## src/rtl/sram_port_initiator.sv

```systemverilog
// sram_port_initiator
//
// Request-side initiator for one masked rw port of an Sram2rwWrapper-style
// SRAM. Each accepted request becomes a single-cycle SRAM transaction. Read
// data comes back one cycle after the read enable and is captured into a
// small response FIFO. Credits are reserved at read admission, so FIFO space
// always exists for read data that is still in flight. Response backpressure
// therefore stalls new requests and never drops data.
//
// Ports:
//   clock, resetN          sole clock; synchronous active-low reset
//   req_valid/req_ready    request handshake (ready depends on state only)
//   req_write              1 = write, 0 = read
//   req_addr/mask/dataIn   word address, byte-lane enables, write data
//   resp_valid/resp_ready  read response handshake
//   resp_dataOut           read data (FIFO head register)
//   mem_*                  combinational pass-through to the SRAM rw port
//   mem_dataOut            SRAM read data, valid the cycle after a read enable
module sram_port_initiator #(
  parameter int DEPTH      = 1024,
  parameter int ADDR_WIDTH = 10,
  parameter int DATA_WIDTH = 32,
  parameter int MASK_UNIT  = 8,
  parameter int RESP_DEPTH = 4,
  localparam int MASK_WIDTH = DATA_WIDTH / MASK_UNIT
) (
  input  logic                  clock,
  input  logic                  resetN,
  input  logic                  req_valid,
  output logic                  req_ready,
  input  logic                  req_write,
  input  logic [ADDR_WIDTH-1:0] req_addr,
  input  logic [MASK_WIDTH-1:0] req_mask,
  input  logic [DATA_WIDTH-1:0] req_dataIn,
  output logic                  resp_valid,
  input  logic                  resp_ready,
  output logic [DATA_WIDTH-1:0] resp_dataOut,
  output logic                  mem_enable,
  output logic                  mem_write,
  output logic [ADDR_WIDTH-1:0] mem_addr,
  output logic [MASK_WIDTH-1:0] mem_mask,
  output logic [DATA_WIDTH-1:0] mem_dataIn,
  input  logic [DATA_WIDTH-1:0] mem_dataOut
);

  localparam int PTR_W  = $clog2(RESP_DEPTH);
  localparam int CRED_W = $clog2(RESP_DEPTH + 1);

  logic [CRED_W-1:0]     credits_q, credits_d;
  logic                  rd_pending_q, rd_pending_d;
  logic [PTR_W-1:0]      rd_ptr_q, rd_ptr_d;
  logic [PTR_W-1:0]      wr_ptr_q, wr_ptr_d;
  logic [CRED_W-1:0]     count_q, count_d;
  logic [DATA_WIDTH-1:0] fifo_q [RESP_DEPTH];

  logic fire, rd_fire, push, pop;

  // Ready is a function of registered state only, so a consumer may wait for
  // ready before raising valid without creating a combinational loop.
  assign req_ready = resetN && (credits_q != '0);
  assign fire      = req_valid && req_ready;
  assign rd_fire   = fire && !req_write;

  assign mem_enable = fire;
  assign mem_write  = req_write;
  assign mem_addr   = req_addr;
  assign mem_mask   = req_mask;
  assign mem_dataIn = req_dataIn;

  assign resp_valid   = resetN && (count_q != '0);
  assign resp_dataOut = fifo_q[rd_ptr_q];

  // SRAM read latency is one cycle, so the read issued last cycle has its
  // data on mem_dataOut now.
  assign push = rd_pending_q;
  assign pop  = resp_valid && resp_ready;

  // Explicit wrap so non-power-of-two depths work.
  function automatic logic [PTR_W-1:0] ptr_inc(input logic [PTR_W-1:0] p);
    return (p == PTR_W'(RESP_DEPTH - 1)) ? '0 : p + PTR_W'(1);
  endfunction

  // NOTE: every always_comb output gets a default first so no path can
  // infer a latch.
  always_comb begin
    credits_d    = credits_q;
    rd_pending_d = rd_fire;
    rd_ptr_d     = rd_ptr_q;
    wr_ptr_d     = wr_ptr_q;
    count_d      = count_q;

    if (rd_fire && !pop)      credits_d = credits_q - CRED_W'(1);
    else if (pop && !rd_fire) credits_d = credits_q + CRED_W'(1);

    if (push) wr_ptr_d = ptr_inc(wr_ptr_q);
    if (pop)  rd_ptr_d = ptr_inc(rd_ptr_q);

    case ({push, pop})
      2'b10:   count_d = count_q + CRED_W'(1);
      2'b01:   count_d = count_q - CRED_W'(1);
      default: count_d = count_q;
    endcase
  end

  // NOTE: state registers use non-blocking assignment so every flop samples
  // the pre-edge values regardless of block ordering.
  always_ff @(posedge clock) begin
    if (!resetN) begin
      credits_q    <= CRED_W'(RESP_DEPTH);
      rd_pending_q <= 1'b0;
      rd_ptr_q     <= '0;
      wr_ptr_q     <= '0;
      count_q      <= '0;
    end else begin
      credits_q    <= credits_d;
      rd_pending_q <= rd_pending_d;
      rd_ptr_q     <= rd_ptr_d;
      wr_ptr_q     <= wr_ptr_d;
      count_q      <= count_d;
    end
  end

  // NOTE: FIFO storage is not reset; count_q alone decides which entries are
  // visible, so stale contents can never be observed.
  always_ff @(posedge clock) begin
    if (push) fifo_q[wr_ptr_q] <= mem_dataOut;
  end

  a_param_legal: assert property (@(posedge clock)
    (ADDR_WIDTH == $clog2(DEPTH)) && ((DATA_WIDTH % MASK_UNIT) == 0) &&
    (RESP_DEPTH >= 2) && (RESP_DEPTH <= 16));

  a_credit_invariant: assert property (@(posedge clock) disable iff (!resetN)
    (32'(credits_q) + 32'(rd_pending_q) + 32'(count_q)) == RESP_DEPTH);

  a_no_overflow: assert property (@(posedge clock) disable iff (!resetN)
    !(push && (count_q == CRED_W'(RESP_DEPTH))));

endmodule

```

## config.mk

```make
export PLATFORM = sky130hd
export DESIGN_NAME = sram_port_initiator
export DESIGN_NICKNAME = d
export VERILOG_FILES = /design/src/rtl/sram_port_initiator.sv
export SDC_FILE = /design/constraint.sdc
export NUM_CORES = 1
export LEC_CHECK = 0
export ABC_CLOCK_PERIOD_IN_PS = 1950
export BUFFER_PORTS_ARGS = -buffer_cell sky130_fd_sc_hd__buf_2
export CAP_MARGIN = 20
export CORE_MARGIN = 4
export CORE_UTILIZATION = 40
export CTS_CLUSTER_SIZE = 14
export DETAILED_ROUTE_END_ITERATION = 8
export GPL_ROUTABILITY_DRIVEN = 0
export GPL_TIMING_DRIVEN = 0
export PLACE_DENSITY = 0.7
export SLEW_MARGIN = 40
export SYNTH_ARGS = -nofsm -noshare
export SYNTH_HDL_FRONTEND = slang
export SYNTH_SLANG_ARGS = --single-unit
```

## constraint.sdc

```tcl
create_clock -name clock -period 1.95 [get_ports clock]
set_input_delay 0.0975 -clock clock [delete_from_list [all_inputs] [get_ports clock]]
set_output_delay 0.0975 -clock clock [all_outputs]
set_load 0.02 [all_outputs]
```

# Word level (Yosys, flattened, before mapping)
# Memories as Yosys holds them, arrays and structs flattened. A register that Yosys moved wholly into a read port is not among the register bits.
# Cells that the tools add are included.
# classes
reduce_logical,14
n_shift,0
n_div,0
n_bitwise,0
order_cmp,0
addsub,6
n_mux,9
multipliers,0
n_eq_ne,4
# op_table
op,count
$mux W2,4
$logic_and A1 B1 Y1,7
$add A3 B1 Y3 const B,2
$eq A2 B2 Y1 const B,3
$mux W3,2
$pmux W3 S2,1
$reduce_bool A3 Y1,2
$sub A3 B1 Y3 const B,2
$add A2 B1 Y2 const B,2
$reduce_bool A2 Y1,2
$logic_not A1 Y1,3
$eq A2 B1 Y1 const B,1
$mux W1,2
# word_totals
inputBits,83
output_inout_bits,82
mem_bits_ro,0
n_memories,1
ramBits,128
register_bits,11
word_cells,39
latch_bits,0
# memory_table
name,depth,word_bits,read_ports,rd_clocked_by_memory_dff,write_ports,line_no,source
fifo_q,4,32,1,1,1,54,logic [DATA_WIDTH-1:0] fifo_q [RESP_DEPTH];

# Logic depth before layout (Yosys ltp)
# Gate-level depths: netlist of the first run.
# logic_depth
depth_word,8
ltp_mapped,9

# Worst setup path before layout of the first run
# OpenSTA, ideal clock, no wires.
# synth_path
kind,register -> register
from,register credits_q[0]
to,register credits_q[2]
path_slack_ns,-0.264
n_path_buf,0
arrival_ns,2.153
stages_incl_launch_ff,10
t_required_ns,1.888
path_cell_list,dfxtp_1 -> o31a_1 -> and2_1 -> nor2b_1 -> ha_1 -> inv_1 -> fa_1 -> xor2_1 -> or3_1 -> nand3_1
# synth_between
elab_chain_len,7
# synth_rtl
item,line_no,source
from (decl),49,"logic [CRED_W-1:0] credits_q, credits_d;"
from (signal assigned),109,credits_q <= CRED_W'(RESP_DEPTH);
from (signal assigned),115,credits_q <= credits_d;
$reduce_bool A3 Y1 (*),60,assign req_ready = resetN && (credits_q != '0);
$logic_and A1 B1 Y1 (*),60,
net req_ready,30,"output logic req_ready,"
$logic_and A1 B1 Y1 (*),61,assign fire = req_valid && req_ready;
net mem_enable,38,"output logic mem_enable,"
$logic_and A1 B1 Y1 (*),62,assign rd_fire = fire && !req_write;
net rd_fire,56,"logic fire, rd_fire, push, pop;"
$logic_not A1 Y1,93,else if (pop && !rd_fire) credits_d = credits_q + CRED_W'(1);
$logic_and A1 B1 Y1,93,
$reduce_bool A2 Y1 (no source line),--,
# Mark *: on every way through the listed nets, which the timed path passes. The rest lies on a longest branch. The select of a mux whose other input is x is not followed.
# A chain may end at the register's enable or synchronous reset.

# Final worst setup path of the first run
# layout_path
from,register count_q[0]
to,register credits_q[2]
# layout_between
elab_chain_len,6
# layout_rtl
item,line_no,source
from (decl),53,"logic [CRED_W-1:0] count_q, count_d;"
from (signal assigned),119,count_q <= count_d;
$reduce_bool A3 Y1 (*),70,assign resp_valid = resetN && (count_q != '0);
$logic_and A1 B1 Y1 (*),70,
$logic_and A1 B1 Y1 (*),76,assign pop = resp_valid && resp_ready;
$logic_not A1 Y1,92,if (rd_fire && !pop) credits_d = credits_q - CRED_W'(1);
$logic_and A1 B1 Y1,92,
$mux W3 or $reduce_bool A2 Y1 (tied branches),--,
# Every way passes the cells marked *; elsewhere a longest branch is shown, timed or not.

==> reports/results.ini, run 1 <==
[outcome]
status = finished clean

[global_routing]
grt_max_degree = 33
gr-usage-met2 = 0.233
antenna_found_initial = 0
grtUsageMet1 = 0.163
grt_pass1_wl_um = 16700
grt_pass1_vias = 3285
grt.busiest_layer = met2
grt_overflow = 0
use_met3 = 0.0422
grt_use_total = 0.135

[logic_synthesis]
postSynthAreaPerCell_um2 = 19.9
synthFlopType = edfxtp_1
synth_seq_area_share = 0.722
syn-num-nets = 377
synthArstFlopShare = 0
synthesis.area_um2 = 5680
synth_edf_count = 128
netlist_instances = 285
synth-seq-cells = 141
yosys_warnings = 0
synthDistinctLibCells = 28

[die]
die_area_um2 = 16200
die_y_um = 127
die_x_um = 127
rows = 43
start_util = 0.409
io_pins = 165
core-area_um2 = 13900

[cells_and_area]
syn2layout_area_growth_pct = 31.7
layout-drive-gt1-share = 0.537
final_cells = 655
final_common_cell = edfxtp_1
layout_common_cells = edfxtp_1 (128), buf_2 (121), buf_4 (53)
final_util = 0.539
nNetsFinal = 554
diodes = 0
fill_cells = 1116

[sta]
slew_violations = 0
finClkSkew_ns = 0.00728
finalWorstPathRequiredPeriod_ns = 1.94
final_hold_viol_count = 0
setup_viol = 0
fin_crit_sh = 0.994
fmaxAchievable_mhz = 516
fin_ws_ns = 0.0108
setup_tns_ns = 0
slew_headroom = 0.656
rsz0062_at_grt = yes
worstMarginPinSlew_ns = 0.516

[cts]
h-tree-depth = 4
cts_sinks = 141
clk_pin_slew_ns = 0.06
clockRootBuffer = clkbuf_16
ctsLongestPathBuffers = 2
cts_tree = yes
clkLatencyLatePin_ns = 0.41
cts_buffers = 17

[drt]
wirelength_um = 10600
vias_per_cell = 4.67
dr.pass1.iters = 4
postRouteAntennaNets = 0
wl_per_cell_um = 16.2
drc = 0
vias = 3060
drt_iter0_drc = 159

[critical_path]
setup.worst_path.end_class = register
crit_arrival_ns = 2.28
crit_path_start_kind = register
required_ns = 2.29
cp_max_fo = 4
path_class = register to register

[power_and_ir_drop]
powerDensity_nw_per_um2 = 932
p_total_w = 0.00697
vdd_drop_max_uv = 593
p_leak_nw = 2.76

[run]
maxCapViolations = 0

[placed_design]
dp_hpwl_um = 6820
place_ws_ns = -0.0990
dpl.cell_count = 583
io_buffers = 118

[min_path]
hp-class = primary input to register

-- worst max-delay path: stages (launching register included) --
cell and delay (ns):
dfxtp_4 0.36, o311a_4 0.39, inv_2 0.08, ha_4 0.14
inv_2 0.03, fa_2 0.32, xor2_1 0.16, or3_1 0.30
nand3_1 0.09
-- cells by family after synthesis --
family / share of synthesized area
AOI/OAI and AO/OA: 0.0123
xor gates and xnor gates: 0.00617
adders and majority gates: 0.0225
buffers and inverters: 0.0846
DFF: 0.722
muxes: 0.130
and+or+nand+nor: 0.0222
-- cells in the mapped netlist (3+ instances only) --
master	count	area share
nor2b_1	3	0.0033
buf_2	3	0.0026
nand3_1	3	0.0026
nand2_1	4	0.0026
dfxtp_1	13	0.046
and2_1	9	0.0099
ha_1	7	0.015
inv_1	10	0.0066
edfxtp_1	128	0.68
buf_4	47	0.062
buf_12	3	0.011
o21ai_0	4	0.0035
mux4_2	30	0.12
-- per-layer routing --
layer	wire, um	up-vias
met3	745	13
met1	4270	1489
met5	0	-
met4	112	0
li1	-	1420
met2	5490	138
-- area by class of cell --
class                   instances  area [um^2]  area share
clock buffers                  17          425      0.0569
multi-input cells              79         1150       0.153
well taps                     180          225      0.0301
plain buffers                  55          443      0.0592
repair buffers                158          976       0.130
flip-flops and latches        141         4110       0.550
inverters                      10         37.5     0.00502
clock inverters                15          115      0.0154
-- registers in the layout, summed over array words and instances, names as in the netlist, named ones only --
name and cells:
rd_ptr_q 2, wr_ptr_q 2, credits_q 3, push 1
count_q 3, fifo_q 128
-- power by group --
part	switching, W	leakage (nW)	internal, W	total (W)
clock network	0.00125	0.254	0.00164	0.00289
registers	0.0000202	1.26	0.00334	0.00336
logic	0.000359	1.25	0.000368	0.000727
-- final timing paths --
path	from	end	slack (ns)	depth (start not counted)
min	req_valid	push	0.05	3
max reg2reg	count_q[0]	credits_q[2]	0.01	8
max	count_q[0]	credits_q[2]	0.01	8
min reg2reg	rd_ptr_q[1]	rd_ptr_q[1]	0.51	2
-- what timing repair did --
item / in CTS / in global routing
buffers inserted: 4 / 2
hold endpoints to repair: 130 / 0
gates cloned: 0 / 0
resized for setup: 6 / 4
hold buffers: 34 / 0
pin swaps: 5 / 5
setup endpoints to repair: 3 / 3
-- stage by stage --
step                hold slack (ns)  instance area [um^2]
floorplan                     0.169                  5690
global placement              0.307                  6510
detailed placement            0.309                  6520
CTS                          0.0353                  7440
global route                 0.0599                  7480
finish                       0.0533                  7480
(Power assumes the default switching activity.)
==> run 2, diff against run 1 <==
ABC_AREA = 1   (was unset)
MAX_ROUTING_LAYER = met4   (was unset)
PLACE_DENSITY = 0.69   (was 0.7)
==> run 2 against run 1 <==
Effect of this change: design area grew 1.8%; maximum frequency grew 6.7%; largest cell class unchanged; via count grew 33%; critical path type is now register to primary output; flip-flop and latch count is the same; highest routed layer unchanged; power grew 4.1%; worst hold slack lost 0.029 ns; setup slack gained 0.12 ns; first-iteration DRC count grew 21%; clock power shrank 2%.
==> reports/results.ini, run 2 <==
[logic_synthesis]
syn-num-nets = 544  ; +44%
netlist_top_cells_area = edfxtp_1 (66%), buf_4 (6.4%), nor2_1 (4.5%)
yosys.area.top_type = edfxtp_1
synthFlopType = edfxtp_1
synth_top_family_by_area = buffers and inverters
synthSimpleGateAreaFrac = 0.0668  ; +0.0445
synthMuxAreaShare = 0  ; -0.130
synth_adder_area_share = 0.0219  ; -0.000569
synth_seq_area_share = 0.704  ; -0.0183
netlist_instances = 452  ; +59%
synthXorXnorAreaFrac = 0  ; -0.00617
synth_compound_area_frac = 0.0996  ; +0.0873
yosysMostFrequentCell = edfxtp_1
synthArstFlopShare = 0  ; unchanged
yosys_warnings = 0  ; unchanged
synthDistinctLibCells = 20  ; -29%
synth_top_area_frac = 0.659  ; -0.0171
synth-seq-cells = 141  ; unchanged
synthesis.area_um2 = 5830  ; +2.6%
synth_common_cells = edfxtp_1 (128), nor2_1 (70), buf_4 (50)
synth_edf_count = 128  ; unchanged
postSynthAreaPerCell_um2 = 12.9  ; -35%

[power_and_ir_drop]
p_leak_nw = 3.07  ; +11%
intPower_w = 0.00548  ; +2.4%
powerDensity_nw_per_um2 = 954  ; +2.3%
power_frac_comb = 0.145  ; +0.041
p_total_w = 0.00726  ; +4.1%
p_switching_w = 0.00178  ; +9.8%
power_frac_clock = 0.390  ; -0.024
switching_share = 0.246  ; +0.0127
p_seq_frac = 0.465  ; -0.017
vdd_drop_max_uv = 543  ; -8.4%

[cts]
h-tree-depth = 4  ; unchanged
clkLatencyLatePin_ns = 0.40  ; about the same
clockRootBuffer = clkbuf_16
cts_sinks = 141  ; unchanged
ctsLongestPathBuffers = 2  ; unchanged
cts_buffers = 17  ; unchanged
cts_tree = yes
clk_pin_slew_ns = 0.06  ; about the same

[placed_design]
dp_hpwl_um = 9590  ; +41%
dpl.cell_count = 753  ; +29%
place_area_um2 = 6730  ; +3.3%
io_buffers = 118  ; unchanged

[critical_path]
critPathSlowestCell = dfxtp_1
setup.worst_path.end_class = primary output
max_stage_delay_ns = 0.46  ; +0.07 ns
crit_path_start_kind = register
worstPathCellList = buf_2 > o21ai_0 > o22ai_1 > buf_2
cpMostUsedCell = buf_2
critPathTopFamily = buffers and inverters
required_ns = 1.85  ; -0.44 ns
path_buf_inv = 2  ; unchanged
cp_max_fo = 10  ; +6
path_class = register to primary output
crit_arrival_ns = 1.72  ; -0.56 ns

[sta]
rsz0062_at_grt = no
final_hold_viol_count = 0  ; unchanged
slew_headroom = 0.657  ; +0.00157
fin_crit_sh = 0.932  ; -0.0621
finClkSkew_ns = 0.00910  ; +0.00182 ns
worstMarginPinSlew_ns = 0.514  ; -0.00235 ns
setup_viol = 0  ; unchanged
fmaxAchievable_mhz = 550  ; +6.7%
whs_ns = 0.0241  ; -0.0292 ns
slew_violations = 0  ; unchanged
finalWorstPathRequiredPeriod_ns = 1.82  ; -0.121 ns

[cells_and_area]
final_common_cell = edfxtp_1
layout-drive-gt1-share = 0.351  ; -0.186
syn2layout_area_growth_pct = 30.6
largest_register_ffs = 128  ; unchanged
nNetsFinal = 719  ; +30%
fill_cells = 1181  ; +5.8%
fin_area_um2 = 7610  ; +1.8%
layout_common_cells = edfxtp_1 (128), buf_2 (124), nor2_1 (70)
largest-register = fifo_q
top_regs = fifo_q: 128 flops, count_q: 3 flops, credits_q: 3 flops
final_util = 0.540  ; +0.00118
final_cells = 819  ; +25%

[die]
rows = 43  ; unchanged
core-area_um2 = 14100  ; +1.6%
start_util = 0.414  ; +0.00422
die_y_um = 129  ; +1.2%
io_pins = 165  ; unchanged
die_area_um2 = 16600  ; +2.4%
die_x_um = 129  ; +1.2%

[drt]
drt_iter0_drc = 192  ; +21%
postRouteAntennaNets = 0  ; unchanged
vias = 4064  ; +33%
wirelength_um = 14400  ; +35%
drc = 0  ; unchanged
wl_per_cell_um = 17.6  ; +8.2%
vias_per_cell = 4.96  ; +6.2%
dr.pass1.iters = 4  ; unchanged

[run]
maxCapViolations = 0  ; unchanged

[global_routing]
grtUsageMet1 = 0.184  ; +0.0204
grt_overflow = 0  ; unchanged
grt_pass1_vias = 4204  ; +28%
antenna_found_initial = 1  ; +1
use_met3 = 0.0394  ; -0.00279
grt_pass1_wl_um = 21300  ; +28%
gr-usage-met2 = 0.328  ; +0.0942
grt_use_total = 0.176  ; +0.0402
grt.busiest_layer = met2
grt_max_degree = 33  ; unchanged

[outcome]
status = finished clean

[min_path]
hp-class = primary input to register

==> run 2: changes by cell type after synthesis, sizes merged, moves of 3 or more <==
cell / previous run / this run
o22ai: 0 / 32
nor2b: 3 / 0
a21oi: 0 / 7
mux4: 32 / 0
and2: 9 / 0
nand2: 4 / 19
nor2: 1 / 70
buf: 54 / 66
nand4: 0 / 4
o21ai: 4 / 69
inv: 10 / 28
==> run 2: stage by stage <==
| step | setup slack [ns] | TNS, ns |
|---|---|---|
| floorplan | 0.122 | 0 |
| global placement | -0.232 | -23.90 |
| detailed placement | 0.116 | 0 |
| CTS | 0.0354 | 0 |
| global route | 0.00291 | 0 |
| finish | 0.132 | 0 |
==> run 2: cell type report <==
cell class | count | area, um^2 | share of cell area
Sequential cell | 141 | 4100 | 0.539
Multi-Input combinational cell | 216 | 1110 | 0.146
Timing Repair Buffer | 156 | 1020 | 0.134
Buffer | 67 | 519 | 0.0682
Clock buffer | 20 | 437 | 0.0574
Tap cell | 180 | 225 | 0.0296
Inverter | 28 | 115 | 0.0151
Clock inverter | 10 | 76.3 | 0.0100
Antenna cell | 1 | 2.50 | 0.000329
==> run 2: cells by family (layout without fill, tap and decap cells) <==
| kind of cell | after synthesis | after routing |
|---|---|---|
| fa+ha+maj | 9 | 9 |
| simple gates | 99 | 99 |
| other cells | 0 | 1 |
| buf+inv | 95 | 281 |
| compound gates | 108 | 108 |
| flops | 141 | 141 |
==> run 2: worst reg2reg max path, cell delays in order, from the launching register on <==
cell and delay (ns):
dfxtp_1 0.35, nor2_1 0.07, a21oi_2 0.13, nand2_1 0.10, nor2_1 0.11, ha_2 0.19, inv_1 0.06, fa_1 0.38
inv_1 0.08, nand2_1 0.07, nand4_1 0.09, nand3_1 0.08
==> run 2: final timing paths <==
check                           cells after the start  slack [ns]         start               end
worst max-delay path                                4        0.13      register  resp_dataOut[13]
worst min-delay path                                3        0.02        resetN       wr_ptr_q[0]
worst max register to register                     11        0.14  credits_q[2]      credits_q[2]
worst min register to register                      1        0.45    count_q[0]        count_q[0]
==> run 2: layer usage <==
| metal | up-vias | wire length [um] |
|---|---|---|
| met1 | 1972 | 5400 |
| li1 | 1915 | - |
| met2 | 165 | 7840 |
| met4 | 0 | 138 |
| met5 | - | 0 |
| met3 | 12 | 993 |
==> run 2: repair_timing <==
item | CTS | global route
setup buffers | 0 | 1
resized for setup | 0 | 6
hold buffers | 34 | 0
setup endpoints to repair | 0 | 6
endpoints found under the hold margin | 129 | 0
==> run 2: power by group through the flow <==
stage	sequential [W]	combinational, W	clock (W)
after floorplan	0.00343	0.000641	0
after global placement	0.00344	0.000976	0
after detailed placement	0.00344	0.00101	0
after CTS	0.00338	0.00107	0.00288
after global routing	0.00338	0.00115	0.00302
final	0.00338	0.00105	0.00283
